`config.mk`:
```
export PLATFORM = sky130hd
export DESIGN_NAME = fp_mul_result_stage
export DESIGN_NICKNAME = d
export VERILOG_FILES = /design/src/rtl/fp_mul_result_stage.sv
export SDC_FILE = /design/constraint.sdc
export NUM_CORES = 1
export LEC_CHECK = 0
export CORE_MARGIN = 1
export CORE_UTILIZATION = 53
export DETAILED_ROUTE_END_ITERATION = 10
export PLACE_DENSITY_LB_ADDON = 0.25
export SLEW_MARGIN = 15
export SYNTH_ARGS = -nofsm -noshare
export SYNTH_HDL_FRONTEND = slang
export SYNTH_SLANG_ARGS = --single-unit
```
`constraint.sdc`:
```
create_clock -name clk -period 6.1 [get_ports clk]
set_clock_uncertainty 0.2 [all_clocks]
set_input_delay 0.61 -clock clk [delete_from_list [all_inputs] [get_ports clk]]
set_output_delay 0.61 -clock clk [all_outputs]
set_load 0.05 [all_outputs]
```
`src/rtl/fp_mul_result_stage.sv`:
```
// Result stage for the FP multiplier: a 2-entry valid/ready FIFO, sticky IEEE exception flags and a delivery counter.
// Define FP_MUL_TRAP_EN to add trap_mask/trap/trap_ack, which stall a masked-exception head until acknowledged.
module fp_mul_result_stage #(
  parameter int NEXP        = 5,
  parameter int NSIG        = 10,
  parameter int NCNT        = 16,
  // Type/exception vector widths, matching NTYPES/NEXCEPTIONS of ieee-754-flags.vh
  parameter int NTYPES      = 6,
  parameter int NEXCEPTIONS = 5
) (
  input  logic                   clk,
  input  logic                   rst,
  input  logic                   in_valid,
  output logic                   in_ready,
  input  logic [NEXP+NSIG:0]     in_p,
  input  logic [NTYPES-1:0]      in_flags,
  input  logic [NEXCEPTIONS-1:0] in_exc,
  output logic                   out_valid,
  input  logic                   out_ready,
  output logic [NEXP+NSIG:0]     out_p,
  output logic [NTYPES-1:0]      out_flags,
  output logic [NEXCEPTIONS-1:0] out_exc,
  output logic [NEXCEPTIONS-1:0] status,
  input  logic                   status_clr,
  output logic [NCNT-1:0]        count
`ifdef FP_MUL_TRAP_EN
  ,
  input  logic [NEXCEPTIONS-1:0] trap_mask,
  output logic                   trap,
  input  logic                   trap_ack
`endif
);

  typedef struct packed {
    logic [NEXP+NSIG:0]     p;
    logic [NTYPES-1:0]      flags;
    logic [NEXCEPTIONS-1:0] exc;
  } entry_t;

  entry_t                   mem_q [2];
  logic                     wr_ptr_q, rd_ptr_q;
  logic [1:0]               occ_q, occ_d;
  logic                     in_ready_q;
  logic [NEXCEPTIONS-1:0]   status_q, status_d;
  logic [NCNT-1:0]          count_q, count_d;
  logic                     empty, push, pop, clr_en;
  entry_t                   head;

  assign empty = (occ_q == 2'd0);
  // When empty, the slot behind rd_ptr is the one delivered last, so out_* keep showing it.
  assign head  = mem_q[rd_ptr_q ^ empty];

`ifdef FP_MUL_TRAP_EN
  typedef enum logic [1:0] {RUN, TRAP, RELEASE} state_t;

  state_t state_q;
  logic   trap_q;
  logic   trap_hit;

  // RELEASE lets the acknowledged head out once without re-checking the mask.
  assign trap_hit  = !empty && (|(head.exc & trap_mask));
  assign out_valid = !empty && ((state_q == RELEASE) || (state_q == RUN && !trap_hit));
  assign clr_en    = status_clr && (state_q != TRAP);
  assign trap      = trap_q;

  always_ff @(posedge clk) begin
    if (rst) begin
      state_q <= RUN;
      trap_q  <= 1'b0;
    end else begin
      case (state_q)
        RUN: if (trap_hit) begin
          state_q <= TRAP;
          trap_q  <= 1'b1;
        end
        TRAP: if (trap_ack) begin
          state_q <= RELEASE;
          trap_q  <= 1'b0;
        end
        RELEASE: if (out_valid && out_ready) state_q <= RUN;
        default: begin
          state_q <= RUN;
          trap_q  <= 1'b0;
        end
      endcase
    end
  end
`else
  assign out_valid = !empty;
  assign clr_en    = status_clr;
`endif

  assign push = in_valid && in_ready_q;
  assign pop  = out_valid && out_ready;

  // NOTE: every variable gets a default at the top of always_comb so no path leaves it unassigned (no latch).
  always_comb begin
    occ_d = occ_q;
    if (push && !pop)      occ_d = occ_q + 2'd1;
    else if (pop && !push) occ_d = occ_q - 2'd1;

    status_d = status_q;
    if (clr_en) status_d = '0;
    if (pop)    status_d = status_d | head.exc;

    count_d = count_q + {{(NCNT-1){1'b0}}, pop};
  end

  // NOTE: the two storage slots are reset too, because out_* must read zero after reset.
  always_ff @(posedge clk) begin
    if (rst) begin
      mem_q[0]   <= '0;
      mem_q[1]   <= '0;
      wr_ptr_q   <= 1'b0;
      rd_ptr_q   <= 1'b0;
      occ_q      <= 2'd0;
      in_ready_q <= 1'b1;
      status_q   <= '0;
      count_q    <= '0;
    end else begin
      if (push) mem_q[wr_ptr_q] <= '{p: in_p, flags: in_flags, exc: in_exc};
      wr_ptr_q   <= wr_ptr_q ^ push;
      rd_ptr_q   <= rd_ptr_q ^ pop;
      occ_q      <= occ_d;
      in_ready_q <= (occ_d != 2'd2);
      status_q   <= status_d;
      count_q    <= count_d;
    end
  end

  assign in_ready  = in_ready_q;
  assign out_p     = head.p;
  assign out_flags = head.flags;
  assign out_exc   = head.exc;
  assign status    = status_q;
  assign count     = count_q;

endmodule

```
Word level (Yosys, flattened, before mapping)
Memories as Yosys holds them, arrays and structs flattened.
Cells that the tools add are included.
{"block": "op_classes", "div": 0, "eq_ne": 1, "addsub": 3, "magnitude_cmp": 0, "shift": 0, "reduce_logical": 9, "mul": 0, "bitwise": 4, "muxes": 12}
{"op": "two-way mux 27 bit", "n": 1}
{"op": "OR reduction 27 bit", "n": 1}
{"op": "adder 16 x 1 -> 16 bit", "n": 1}
{"op": "two-way mux 5 bit", "n": 2}
{"op": "two-way mux 1 bit", "n": 7}
{"op": "OR 5 bit", "n": 1}
{"op": "logical AND 1 bit", "n": 4}
{"op": "two-way mux 2 bit", "n": 2}
{"op": "logical NOT 1 bit", "n": 3}
{"op": "bitwise XOR 1 bit", "n": 3}
{"op": "adder 2 x 1 -> 2 bit, second input constant", "n": 1}
{"op": "logical NOT 2 bit", "n": 1}
{"op": "!= test 2 bit, second input constant", "n": 1}
{"op": "subtractor 2 x 1 -> 2 bit, second input constant", "n": 1}
{"block": "word_totals", "latchBits": 0, "word_cells": 36, "mem_count": 1, "inputBits": 32, "out_inout_bits": 50, "rom_bits": 0, "mem_bits_rw": 54, "regBits": 26}
{"memory": "mem_q", "words": 2, "word_bits": 27, "rd": 1, "rd_ports_with_merged_regs": 0, "wr": 2, "line_no": "40", "source": "entry_t mem_q [2];"}

Depth between registers and ports, before layout
{"block": "depth", "depth_word": 7, "mapped_depth": 8, "mapped_depth_nobuf": 8}

Worst setup path after synthesis
OpenSTA, ideal clock, no wires.
{"block": "synth_path", "path_type": "register to register", "startpoint": "register in_ready_q (netlist: in_ready)", "endpoint": "memory mem_q[0][0] in the netlist's numbering (enable)", "synth_period_minus_slack_ns": 2.944, "t_required_ns": 5.483, "arrival_ns": 2.328, "setup_ns": 0.417, "path_buffers": 0, "path_slack_ns": 3.156, "stages_incl_launch_ff": 3, "cell_sequence": "dfxtp_1 > nand2_1 > o21bai_1"}
{"element": "from (decl)", "line_no": "43", "source": "logic in_ready_q;"}
{"element": "from (signal assigned)", "line_no": "125", "source": "in_ready_q <= (occ_d != 2'd2);"}
{"element": "to (decl)", "line_no": "40"}

Final worst setup path
{"block": "layout_path", "startpoint": "register occ_q[0]", "endpoint": "output out_exc[2]"}
{"block": "layout_between", "elab_chain_cells": 3}
{"element": "from (decl)", "line_no": "42", "source": "logic [1:0] occ_q, occ_d;"}
{"element": "from (signal assigned)", "line_no": "116", "source": "occ_q <= 2'd0;"}
{"element": "from (signal assigned)", "line_no": "124", "source": "occ_q <= occ_d;"}
{"element": "logical NOT 2 bit", "line_no": "49", "source": "assign empty = (occ_q == 2'd0);"}
{"element": "bitwise XOR 1 bit", "line_no": "51", "source": "assign head = mem_q[rd_ptr_q ^ empty];"}
{"element": "memory (2 x 27 bit)"}
{"element": "to (decl)", "line_no": "22", "source": "output logic [NEXCEPTIONS-1:0] out_exc,"}
No other way between the ends.

==> results.rst <==
.. list-table::
   :header-rows: 1

   * - Metric
     - Value
   * - Share of layout cells above drive strength 1
     - 0.09290
   * - Count of flip-flops with a built-in enable after synthesis
     - 54
   * - Switching portion of total power
     - 0.4151
   * - Minimum clock period
     - 3.869 ns
   * - Final setup TNS
     - 0 ns
   * - Clock power frac
     - 0.175
   * - Cell Area, Synth
     - 3483 µm²
   * - Worst path cell trace
     - inv_1 > ha_1 > xnor2_4 > mux2_2 > clkdlybuf4s50_1
   * - CTS H-tree depth
     - 3
   * - Crit Path Class
     - flip-flop to primary output
   * - Post-synthesis to final-layout area growth
     - 31.36%
   * - Switching power
     - 821.6 µW
   * - Largest fanout on the critical path
     - 27
   * - RSZ-0062 raised after global routing
     - no
   * - Drt pass-1 iters
     - 7
   * - Endpoint arrival time on the critical path
     - 3.06 ns
   * - Height of the die
     - 83.07 µm
   * - F_max
     - 258.5 MHz
   * - Clock tree from TritonCTS
     - done
   * - Number of cells produced by synthesis
     - 274
   * - Status
     - complete, but fails checks
   * - Worst Max-Slew Pin Slew
     - 0.9917 ns
   * - Kind of start point of the critical path
     - flip-flop
   * - Number of global-route vias before repair
     - 2338
   * - Worst ir drop on vdd
     - 0.3308 mV
   * - Antenna violation net count after detailed routing
     - 0
   * - Lkg Pwr
     - 0.001733 µW
   * - Setup slack after placement
     - 2.576 ns
   * - Worst stage delay on the critical path
     - 0.82 ns
   * - Row Count
     - 29
   * - Warnings from Yosys
     - 0
   * - Port bufs
     - 81
   * - Core utilization of the finished layout
     - 0.7206
   * - Clock insertion delay at the later pin of the skew report
     - 0.34 ns
   * - Synth top area cells
     - sky130_fd_sc_hd__edfxtp_1 (47%), sky130_fd_sc_hd__dfxtp_1 (15%), sky130_fd_sc_hd__and2_1 (10%)
   * - Initial core utilization
     - 0.5486
   * - Fraction of registers with async set or reset after synthesis
     - 0
   * - Cell type contributing the most total cell area after synthesis
     - sky130_fd_sc_hd__edfxtp_1
   * - Post-synth top flop
     - sky130_fd_sc_hd__edfxtp_1
   * - CP top delay family
     - XOR/XNOR gates
   * - Clock buffer depth
     - 2
   * - Die footprint
     - 6901 µm²
   * - GRT Resource Usage Total
     - 0.2144
   * - Largest net degree at the start of global routing
     - 31
   * - Clock transition at path regs
     - 0.08 ns
   * - Synthesized flop and latch total
     - 80
   * - Standard cell core area
     - 6350 µm²
   * - Top cell type's share of synthesized area
     - 0.4655
   * - Total Nets Final
     - 396
   * - Setup Fix Bufs, Post-CTS
     - 0
   * - R2R depth
     - 6
   * - Relative slew margins
     - 0.3389
   * - Antenna violations before repair
     - 0
   * - Root Buffer Master
     - sky130_fd_sc_hd__clkbuf_8
   * - Final worst setup slack
     - 2.231 ns
   * - Power Internal
     - 1158 µW
   * - Hold-fix buffers at CTS
     - 0
   * - Sequential share of the synthesized area
     - 0.6149
   * - Final hold viol count
     - 0
   * - Placed wire-length estimate
     - 4714 µm
   * - Via density per instance
     - 5.293
   * - Max Cap Violations
     - 0
   * - Type of the tightest min-delay check
     - flip-flop to flip-flop
   * - Global-route wire length before repair
     - 11390 µm
   * - Tcrit/Tclk final
     - 0.6343
   * - Number of antenna diodes
     - 0
   * - Post-CTS Resized
     - 0
   * - Final setup fails
     - 0
   * - Worst setup EP type
     - primary output
   * - Critical Path Slowest Stage Cell
     - sky130_fd_sc_hd__xnor2_4
   * - Total cell area at the placement stage
     - 4402 µm²
   * - PwrDens
     - 432.5 nW/µm²
   * - Post-detailed-routing wire length
     - 6970 µm
   * - DRC violation count after routing
     - 2
   * - Data required time of the worst path
     - 5.29 ns
   * - Final RePlAce weighted congestion
     - 0.7657
   * - Cts bufs inserted
     - 9
   * - Area of all placed cells without fillers
     - 4576 µm²
   * - Number of vias in the routed layout
     - 2345
   * - Number of clock sinks
     - 80
   * - Sequential power share
     - 0.341
   * - WL per Instance
     - 15.73 µm
   * - Library cells used by synthesis
     - 38
   * - Total count of max-transition violations in the final report
     - 0
   * - Horizontal die dimension
     - 83.07 µm
   * - WP depth
     - 5
   * - Worst path buffer plus inverter count
     - 2
   * - Syn Nets
     - 309
   * - Proportion of power drawn by combinational gates
     - 0.483
   * - Per-instance average area after synthesis
     - 12.71 µm²
   * - Number of cells traversed by the worst hold path
     - 2
   * - Violated checks
     - DRC
   * - Violation count after the first detailed-route iteration
     - 127
   * - Remaining global-route overflow
     - 0
   * - I/O pin total
     - 82
   * - Total power consumption of the routed design
     - 1979 µW
## routing by layer
layer  wire length, µm  global-route usage
met5                 0                   0
met4               133             0.09404
met3               238             0.03777
met2              3527              0.3651
met1              3069              0.2683
## final timing paths
check             slack, ns      start          to
hold / removal         0.29  count[15]   count[15]
setup reg to reg       3.53   occ_q[0]   status[3]
hold reg to reg        0.29  count[15]   count[15]
setup / recovery       2.23   occ_q[0]  out_exc[2]
## power groups by stage
stage	logic, µW	registers (µW)	clock network [µW]
after detailed placement	961	689	0
final	956	676	347
after floorplan	639	711	0
after CTS	967	676	355
after global placement	951	684	0
after global routing	1000	683	376
## per-stage QoR
step / hold WS, ns / instances
after floorplan: 0.2678 / 274
after global placement: 0.2695 / 427
after detailed placement: 0.2769 / 427
after CTS: 0.2909 / 443
after global routing: 0.3400 / 443
final: 0.2862 / 443
## registers in the layout (all words and copies together) (netlist names)
signal,flops
count,16
in_ready,1
mem_q,54
occ_q,2
rd_ptr_q,1
status,5
wr_ptr_q,1
## cells by family (layout without fill, tap and decap cells)
logic type | after synthesis | in the layout | synth area share
adder cells (fa/ha/maj) | 4 | 4 | 0.01365
AO/OA/AOI/OAI | 19 | 19 | 0.03125
XOR/XNOR | 14 | 14 | 0.03736
flip-flops | 80 | 80 | 0.6149
AND/OR/NAND/NOR | 116 | 116 | 0.1994
buffers and inverters | 14 | 106 | 0.01616
multiplexers | 27 | 27 | 0.08729
## layout make-up
cell class | instances | area [µm²]
clock inverter | 5 | 32.53
clock buffer | 11 | 141.4
inverter | 4 | 15.01
multi-input combinational | 180 | 1300
timing repair buffer | 86 | 848.3
sequential | 80 | 2142
fill | 440 | 1774
tap | 77 | 96.34
## cell usage in the layout, fill, tap and decap left out, types with 4 or more instances in the layout
master,netlist,routed
sky130_fd_sc_hd__a21oi_1,10,10
sky130_fd_sc_hd__dfxtp_1,26,26
sky130_fd_sc_hd__xor2_1,8,8
sky130_fd_sc_hd__edfxtp_1,54,54
sky130_fd_sc_hd__nand2_1,5,5
sky130_fd_sc_hd__o21ai_0,4,4
sky130_fd_sc_hd__mux2_1,20,20
sky130_fd_sc_hd__nand3_1,4,4
sky130_fd_sc_hd__clkdlybuf4s50_1,0,81
sky130_fd_sc_hd__xnor2_1,5,5
sky130_fd_sc_hd__nor2_1,18,18
sky130_fd_sc_hd__inv_1,4,4
sky130_fd_sc_hd__nor2b_1,8,8
sky130_fd_sc_hd__nand4_1,4,4
sky130_fd_sc_hd__buf_4,0,5
sky130_fd_sc_hd__mux2_2,7,7
sky130_fd_sc_hd__and2_1,57,57
sky130_fd_sc_hd__clkbuf_8,0,10
## cells in the mapped netlist (3+ instances only)
cell type,count
sky130_fd_sc_hd__a21oi_1,10
sky130_fd_sc_hd__and2_1,57
sky130_fd_sc_hd__buf_2,3
sky130_fd_sc_hd__clkbuf_1,5
sky130_fd_sc_hd__dfxtp_1,26
sky130_fd_sc_hd__edfxtp_1,54
sky130_fd_sc_hd__ha_1,3
sky130_fd_sc_hd__inv_1,4
sky130_fd_sc_hd__mux2_1,20
sky130_fd_sc_hd__mux2_2,7
sky130_fd_sc_hd__nand2_1,5
sky130_fd_sc_hd__nand3_1,4
sky130_fd_sc_hd__nand4_1,4
sky130_fd_sc_hd__nor2_1,18
sky130_fd_sc_hd__nor2b_1,8
sky130_fd_sc_hd__o21ai_0,4
sky130_fd_sc_hd__or3_1,3
sky130_fd_sc_hd__xnor2_1,5
sky130_fd_sc_hd__xor2_1,8
## worst min-delay path, stage by stage (launching register included)
cell and delay, ns:
sky130_fd_sc_hd__dfxtp_1 0.33, sky130_fd_sc_hd__o31ai_1 0.06, sky130_fd_sc_hd__a21oi_1 0.05
Note: power is estimated with default switching activity, not from simulation.
